**src/rtl/hyperbus_tf_sched.sv**
```systemverilog
// -----------------------------------------------------------------------------
// hyperbus_tf_sched_pkg
//   Descriptor and configuration types shared by the HyperBus front-end, this
//   scheduler and the PHY. Ports carry them as flat vectors of the same width.
//
// hyperbus_tf_sched
//   Round-robin scheduler sharing the single HyperBus PHY transfer port between
//   NumReq requesters. A granted transfer owns the PHY until phy_done_i, then
//   the configured read-write recovery gap is inserted before the next grant.
//
//   Ports:
//     clk_i, rst_i      clock, asynchronous active-high reset
//     cfg_i             hyper_cfg_t (only t_read_write_recovery is used)
//     req_tf_i          NumReq packed hyper_tf_t descriptors, requester i at
//                       bits [i*TfWidth +: TfWidth]
//     req_valid_i       per-requester request valid
//     req_ready_o       per-requester accept, one-hot or zero
//     phy_tf_o          latched descriptor to the PHY
//     phy_tf_valid_o    descriptor valid to the PHY
//     phy_tf_ready_i    PHY accepts the descriptor
//     phy_done_i        PHY transfer-complete pulse
//     grant_id_o        requester currently owning the PHY
//     busy_o            high in every state except Idle
// -----------------------------------------------------------------------------

package hyperbus_tf_sched_pkg;

    typedef struct packed {
        logic        write;
        logic        address_space;
        logic        burst_type;
        logic [15:0] burst;
        logic [31:0] address;
    } hyper_tf_t;

    typedef struct packed {
        logic [3:0]  t_latency_access;
        logic [15:0] t_cs_max;
        logic [3:0]  t_read_write_recovery;
    } hyper_cfg_t;

    localparam int unsigned TfWidth  = $bits(hyper_tf_t);
    localparam int unsigned CfgWidth = $bits(hyper_cfg_t);

endpackage

// state   | meaning
// --------+-----------------------------------------------------------------
// IDLE    | no owner; round-robin grant to a valid requester
// ISSUE   | descriptor presented to the PHY, waiting for phy_tf_ready_i
// ACTIVE  | PHY owns the transfer, waiting for phy_done_i
// RECOVER | read-write recovery countdown before the next grant
module hyperbus_tf_sched #(
    parameter int unsigned NumReq  = 2,
    parameter int unsigned IdWidth = $clog2(NumReq)
) (
    input  logic                                                clk_i,
    input  logic                                                rst_i,
    input  logic [hyperbus_tf_sched_pkg::CfgWidth-1:0]          cfg_i,
    input  logic [NumReq*hyperbus_tf_sched_pkg::TfWidth-1:0]    req_tf_i,
    input  logic [NumReq-1:0]                                   req_valid_i,
    output logic [NumReq-1:0]                                   req_ready_o,
    output logic [hyperbus_tf_sched_pkg::TfWidth-1:0]           phy_tf_o,
    output logic                                                phy_tf_valid_o,
    input  logic                                                phy_tf_ready_i,
    input  logic                                                phy_done_i,
    output logic [IdWidth-1:0]                                  grant_id_o,
    output logic                                                busy_o
);
    import hyperbus_tf_sched_pkg::*;

    localparam logic [1:0] IDLE    = 2'd0;
    localparam logic [1:0] ISSUE   = 2'd1;
    localparam logic [1:0] ACTIVE  = 2'd2;
    localparam logic [1:0] RECOVER = 2'd3;

    logic [1:0]         state_q, state_d;
    logic [TfWidth-1:0] tf_q, tf_d;
    logic [IdWidth-1:0] grant_q, grant_d;
    logic [IdWidth-1:0] last_grant_q, last_grant_d;
    logic [3:0]         cnt_q, cnt_d;

    hyper_cfg_t         cfg;
    logic [3:0]         cfg_rwr;
    logic               unused_cfg;

    assign cfg        = hyper_cfg_t'(cfg_i);
    assign cfg_rwr    = cfg.t_read_write_recovery;
    assign unused_cfg = ^{cfg.t_latency_access, cfg.t_cs_max};

    logic [TfWidth-1:0] req_tf [NumReq];

    for (genvar g = 0; g < NumReq; g++) begin : g_unpack
        assign req_tf[g] = req_tf_i[g*TfWidth +: TfWidth];
    end

    // Round-robin pick: search from last_grant+1 upward, wrapping once.
    logic [IdWidth-1:0] winner;
    logic               any_valid;

    always_comb begin : rr_pick
        int unsigned        idx;
        logic [IdWidth-1:0] cand;
        winner    = '0;
        any_valid = 1'b0;
        idx       = 0;
        cand      = '0;
        for (int unsigned i = 0; i < NumReq; i++) begin
            idx = int'(last_grant_q) + 1 + i;
            if (idx >= NumReq) begin
                idx = idx - NumReq;
            end
            cand = IdWidth'(idx);
            if (!any_valid && req_valid_i[cand]) begin
                any_valid = 1'b1;
                winner    = cand;
            end
        end
    end

    // Ready is qualified with reset so nothing is accepted while it is held.
    always_comb begin
        req_ready_o = '0;
        if (state_q == IDLE && any_valid && !rst_i) begin
            req_ready_o[winner] = 1'b1;
        end
    end

    always_comb begin
        state_d      = state_q;
        tf_d         = tf_q;
        grant_d      = grant_q;
        last_grant_d = last_grant_q;
        cnt_d        = cnt_q;
        unique case (state_q)
            IDLE: begin
                if (any_valid) begin
                    tf_d         = req_tf[winner];
                    grant_d      = winner;
                    last_grant_d = winner;
                    state_d      = ISSUE;
                end
            end
            ISSUE: begin
                if (phy_tf_ready_i) begin
                    state_d = ACTIVE;
                end
            end
            ACTIVE: begin
                if (phy_done_i) begin
                    if (cfg_rwr == 4'd0) begin
                        state_d = IDLE;
                    end else begin
                        cnt_d   = cfg_rwr;
                        state_d = RECOVER;
                    end
                end
            end
            RECOVER: begin
                // Count is private to the FSM, so cfg_i changes here are ignored.
                cnt_d = cnt_q - 4'd1;
                if (cnt_q == 4'd1) begin
                    state_d = IDLE;
                end
            end
            default: state_d = IDLE;
        endcase
    end

    always_ff @(posedge clk_i or posedge rst_i) begin
        if (rst_i) begin
            state_q      <= IDLE;
            tf_q         <= '0;
            grant_q      <= '0;
            last_grant_q <= IdWidth'(NumReq - 1);
            cnt_q        <= '0;
        end else begin
            state_q      <= state_d;
            tf_q         <= tf_d;
            grant_q      <= grant_d;
            last_grant_q <= last_grant_d;
            cnt_q        <= cnt_d;
        end
    end

    assign phy_tf_o       = tf_q;
    assign phy_tf_valid_o = (state_q == ISSUE);
    assign grant_id_o     = grant_q;
    assign busy_o         = (state_q != IDLE);

endmodule

```
**config.mk**
```make
export PLATFORM = sky130hd
export DESIGN_NAME = hyperbus_tf_sched
export DESIGN_NICKNAME = d
export VERILOG_FILES = /design/src/rtl/hyperbus_tf_sched.sv
export SDC_FILE = /design/constraint.sdc
export NUM_CORES = 1
export LEC_CHECK = 0
export CAP_MARGIN = 20
export CORE_MARGIN = 5
export CORE_UTILIZATION = 40
export DETAILED_ROUTE_END_ITERATION = 8
export GPL_TIMING_DRIVEN = 0
export PLACE_DENSITY_LB_ADDON = 0.12
export REMOVE_ABC_BUFFERS = 1
export SLEW_MARGIN = 20
export SYNTH_ARGS = -nofsm -noshare
export SYNTH_HDL_FRONTEND = slang
export SYNTH_SLANG_ARGS = --single-unit
```
**constraint.sdc**
```tcl
create_clock -name clk_i -period 3.3 [get_ports clk_i]
set_input_delay 0.66 -clock clk_i [delete_from_list [all_inputs] [get_ports clk_i]]
set_output_delay 0.66 -clock clk_i [all_outputs]
set_load 0.005 [all_outputs]
```
==> Yosys cells after proc, flatten, opt, wreduce, memory -nomap -nowiden <==
Index checks and enable logic that the tools add are counted.
W data, S select, Z words.
{ "totals": {"reg_bits": 59, "inputBits": 132, "elab_cells": 65, "output_inout_bits": 56} }
{ "classes": {"reduce_logical": 13, "n_eq_ne": 9, "magnitude_cmp": 7, "n_bitwise": 1, "mux": 25, "addsub": 5} }
{ "ops": {"columns": ["operator", "n"], "rows": [
  ["$mux W51", 3],
  ["$mux W2", 6],
  ["$mux W1", 11],
  ["$mux W4", 2],
  ["$ne A2 B2 Y1 const B", 4],
  ["$pmux W2 S4", 1],
  ["$pmux W4 S2", 1],
  ["$lt A1 B2 Y1 const B", 3],
  ["$eq A2 B2 Y1 const B", 2],
  ["$eq A4 B1 Y1 const B", 1],
  ["$ge A2 B2 Y1 const B", 2],
  ["$logic_and A1 B1 Y1", 4],
  ["$logic_not A4 Y1", 1],
  ["$reduce_and A4 Y1", 1],
  ["$reduce_bool A2 Y1", 2],
  ["$sub A4 B1 Y4 const B", 1],
  ["$add A2 B1 Y3 const B", 1],
  ["$ge A3 B2 Y1 const B", 1],
  ["$reduce_and A3 Y1", 1],
  ["$add A1 B1 Y2 const B", 1],
  ["$eq A2 B1 Y1 const B", 1],
  ["$logic_not A1 Y1", 2],
  ["$logic_not A2 Y1", 1],
  ["$ne A2 B1 Y1 const B", 1],
  ["5 further kinds", 6]
]} }

==> Logic depth before layout (Yosys ltp) <==
{ "depth": {"ltp_word": 14, "ltp_mapped": 6, "depth_no_buf": 5} }

==> Worst setup path before layout <==
OpenSTA, ideal clock, no wires.
{ "synth_timing": {"kind": "input to output", "from": "in rst_i", "to": "out req_ready_o[1]", "stages": 2, "path_buffers": 0, "arrival_time_ns": 2.236, "path_slack_ns": 0.404, "required_time_ns": 2.640, "path_cell_list": "inv_1 > and3_1"} }
{ "synth_between": {"elab_chain_len": 3} }
{ "synth_rtl": {"columns": ["item", "line", "rtl"], "rows": [
  ["start, declared", "58", "input logic rst_i,"],
  ["$logic_not A1 Y1 (no line)", null, null],
  ["$logic_and A1 B1 Y1", "124", "if (state_q == IDLE && any_valid && !rst_i) begin"],
  ["$mux W2", "124", null],
  ["end, declared", "62", "output logic [NumReq-1:0] req_ready_o,"]
]} }
Every way passes these cells.

==> Final worst setup path <==
{ "layout_timing": {"from": "in req_valid_i[0]", "to": "out req_ready_o[1]"} }
{ "layout_between": {"elab_chain_len": 11, "elab_cells_between_ends": 18, "classes_between": "order compare: 2; mux: 11; reduce/logical: 5"} }
{ "layout_rtl": {"columns": ["item", "line", "rtl"], "rows": [
  ["start, declared", "61", "input logic [NumReq-1:0] req_valid_i,"],
  ["$mux W1 (implied by the code) (2 in series)", "114", "if (!any_valid && req_valid_i[cand]) begin"],
  ["$mux W1", "114", null],
  ["$logic_not A1 Y1", "114", null],
  ["$logic_and A1 B1 Y1", "114", null],
  ["$mux W1", "114", null],
  ["$lt A1 B2 Y1 (implied by the code) / $ge A1 B1 Y1 (equally long branches)", "125", "req_ready_o[winner] = 1'b1;"],
  ["$logic_and A1 B1 Y1 (implied by the code)", "125", null],
  ["$mux W1 (implied by the code)", "125", null],
  ["$demux W1 S1", "125", null],
  ["$mux W2 (*)", "124", null]
]} }
Mark *: on every way between the ends. The rest lies on a longest branch, timed or not. The select of a mux whose other input is x is not followed.

==> metrics.md <==
| Metric | Value |
|---|---|
| WHS Endpoint | grant_id_o |
| First-pass GRT wire length | 12.83 mm |
| Core footprint | 0.008593 sq mm |
| R2R Path Start | last_grant_q |
| CTS Buf Count | 9 |
| Setup crit start kind | input port |
| Endpoint type of the worst setup path | output pin |
| WHS | 0.5038 ns |
| P_leak | 2.439 nW |
| Longest Clk Path Bufs | 2 |
| Worst reg2reg endpoint | phy_tf_o[30] |
| Final setup fails | 0 |
| Synth Cell Area | 0.003487 sq mm |
| Final instance area | 0.005522 sq mm |
| Pwr Total | 0.004441 W |
| VDD IR max | 0.2976 mV |
| CP max stage cell | clkdlybuf4s50_1 |
| Die Width | 103.4 microns |
| Via Count | 2430 |
| Max Cap Viol | 0 |
| Most common cell after layout, fill and taps aside | clkdlybuf4s50_1 |
| Vias per inst | 4.793 |
| Largest net degree at the start of global routing | 58 |
| Area grow syn2layout | 58.34% |
| Detailed placement HPWL | 6.322 mm |
| Syn avg cell area | 15.64 sq um |
| Synth Flop Type | dfrtp_1 |
| Post-place setup slack | -0.1140 ns |
| Power Density | 804.3 mW/mm^2 |
| Hold depth | 1 |
| Vias in the first global route | 2646 |
| Die H | 103.4 microns |
| Netlist cell types | 39 |
| Worst Hold Class | reg2reg |
| Worst reg2reg setup slack | 1.57 ns |
| Number of synthesized flops with an enable pin | 0 |
| #FFs+latches synth | 59 |
| Seq/Total Area, Yosys | 0.4238 |
| Worst Max-Slew Pin Slew | 0.4572 ns |
| Crit path from | req_valid_i[0] |
| Reg2reg path depth | 5 |
| Worst skew pair latency | 0.33 ns |
| Crit Path Class | in2out |
| Critical path data arrival time | 2.46 ns |
| Max stage delay on crit path | 0.67 ns |
| GRT Resource Usage Total | 0.1588 |
| Fin worst setup slack | 0.1795 ns |
| Warnings from Yosys | 0 |
| CTS root buf | clkbuf_8 |
| PortBufs | 167 |
| Hold Buf Count CTS | 0 |
| Slew Limit Fails | 0 |
| Setup_tns | 0 ns |
| Unrepaired setup endpoints after global routing | no |
| Final worst path period share | 0.9456 |
| Wirelength, routed | 8.447 mm |
| Initial Util | 0.4058 |
| Site Rows | 34 |
| DRT Pass-1 Iters | 6 |
| Area post-placement | 0.005255 sq mm |
| Clk_skew | 0.01256 ns |
| Antenna diodes | 0 |
| Largest fanout on the critical path | 31 |
| Number of routed nets with antenna violations | 0 |
| Share of cells above drive strength 1 | 0.3258 |
| CP delay by family, top | buffers and inverters |
| Clock sink total | 59 |
| Worst-path clk slew | 0.08 ns |
| Max frequency | 0.3205 GHz |
| WL/cell | 16.66 microns |
| Worst relative slew slack | 0.6913 |
| CTS tree | done |
| Die area | 0.01069 sq mm |
| Tmin final | 3.120 ns |
| Status | finished clean |
| H-tree depth | 3 |
| Nets | 528 |
| Required @ worst endpoint | 2.64 ns |
| Worst Hold Launch | grant_id_o |
| Hold Vio Cnt, Final | 0 |
| Worst path cell trace | clkdlybuf4s50_1 -> o21a_4 -> buf_12 -> and3_1 -> clkdlybuf4s50_1 |
| FFs w/ async S/R, synth | 1.000 |
| Final global-route overflow total | 0 |
| Post-route DRC | 0 |
| Routability cong. | 0.7930 |
| Instance count of the mapped netlist | 223 |
| Iter 0 DRT Violations | 22 |
| Most used cell, CP | clkdlybuf4s50_1 |
| Antenna violations before repair | 0 |
| CP bufs+invs | 3 |
| Io pins | 188 |
| Highest-count cells in the layout ignoring fill and taps | clkdlybuf4s50_1 (167), mux2_4 (94), dfrtp_1 (58) |
-- final cells by class --
cell class | instances | area [sq um]
Clock buffer | 12 | 145.1
Clock inverter | 4 | 97.59
Fill cell | 690 | 3072
Inverter | 6 | 25.02
Multi-Input combinational cell | 144 | 1824
Sequential cell | 59 | 1478
Tap cell | 108 | 135.1
Timing Repair Buffer | 174 | 1817
-- power by group --
group | switching, W | internal [W]
logic | 0.000685 | 0.00157
registers | 0.000261 | 0.00111
clock network | 0.000293 | 0.000524
total | 0.00124 | 0.00320
-- metrics by stage --
stage	instances	util
2_1_floorplan	208	-
3_3_place_gp	483	0.5944
3_5_place_dp	488	0.6115
4_1_cts	507	0.6425
5_1_grt	507	0.6425
6_report	507	0.6425
-- state kept, by name, summed over array words and instances, names as in the netlist --
signal / count
phy_tf_o: 51
cnt_q: 4
state_q: 2
grant_id_o: 1
last_grant_q: 1
-- Yosys cell counts (2+ instances only) --
cell | count | area share
a211o_1 | 3 | 0.0075
a21boi_0 | 2 | 0.0043
a21oi_1 | 2 | 0.0029
and3_1 | 3 | 0.0054
buf_12 | 4 | 0.023
buf_4 | 2 | 0.0043
buf_6 | 6 | 0.019
dfrtp_1 | 58 | 0.42
ha_1 | 2 | 0.0072
inv_1 | 6 | 0.0065
mux2_2 | 8 | 0.026
mux2_4 | 94 | 0.40
nand2_1 | 3 | 0.0032
nand2b_1 | 2 | 0.0036
nor2b_1 | 2 | 0.0036
nor3_1 | 2 | 0.0029
o21ai_0 | 2 | 0.0029
-- cell families after synthesis --
logic type / count (synthesis) / synth area share
AOI/OAI and AO/OA: 20 / 0.04414
adders and majority gates: 2 / 0.007175
buffers and inverters: 21 / 0.05992
DFF: 59 / 0.4238
muxes: 103 / 0.4334
and+or+nand+nor: 18 / 0.03157
-- routing by layer --
layer / part of all wire / global-route usage
met1: 0.38 / 0.1799
met4: 0.013 / 0.06673
met3: 0.10 / 0.07311
met5: 0 / 0
met2: 0.50 / 0.2583
-- worst reg2reg max path: cells and delay by family, from the launching register on --
kind,cells,cell delay [ns]
mux,2,0.58
buf+inv,2,0.44
flops,1,0.39
compound gates,1,0.18
-- worst max-delay path by stage --
stage | endpoint | slack [ns] | cells past startpoint
2_1_floorplan | req_ready_o[1] | -0.60 | 2
3_3_place_gp | req_ready_o[1] | -2.33 | 4
3_5_place_dp | req_ready_o[1] | -0.11 | 5
4_1_cts | req_ready_o[1] | 0.15 | 5
5_1_grt | req_ready_o[1] | 0.1 | 5
6_report | req_ready_o[1] | 0.18 | 5
-- repair_timing --
item,CTS,global route
setup endpoints to repair,1,0
gates resized for setup,0,0
setup buffers,2,0
Note: power is estimated with default switching activity, not from simulation.
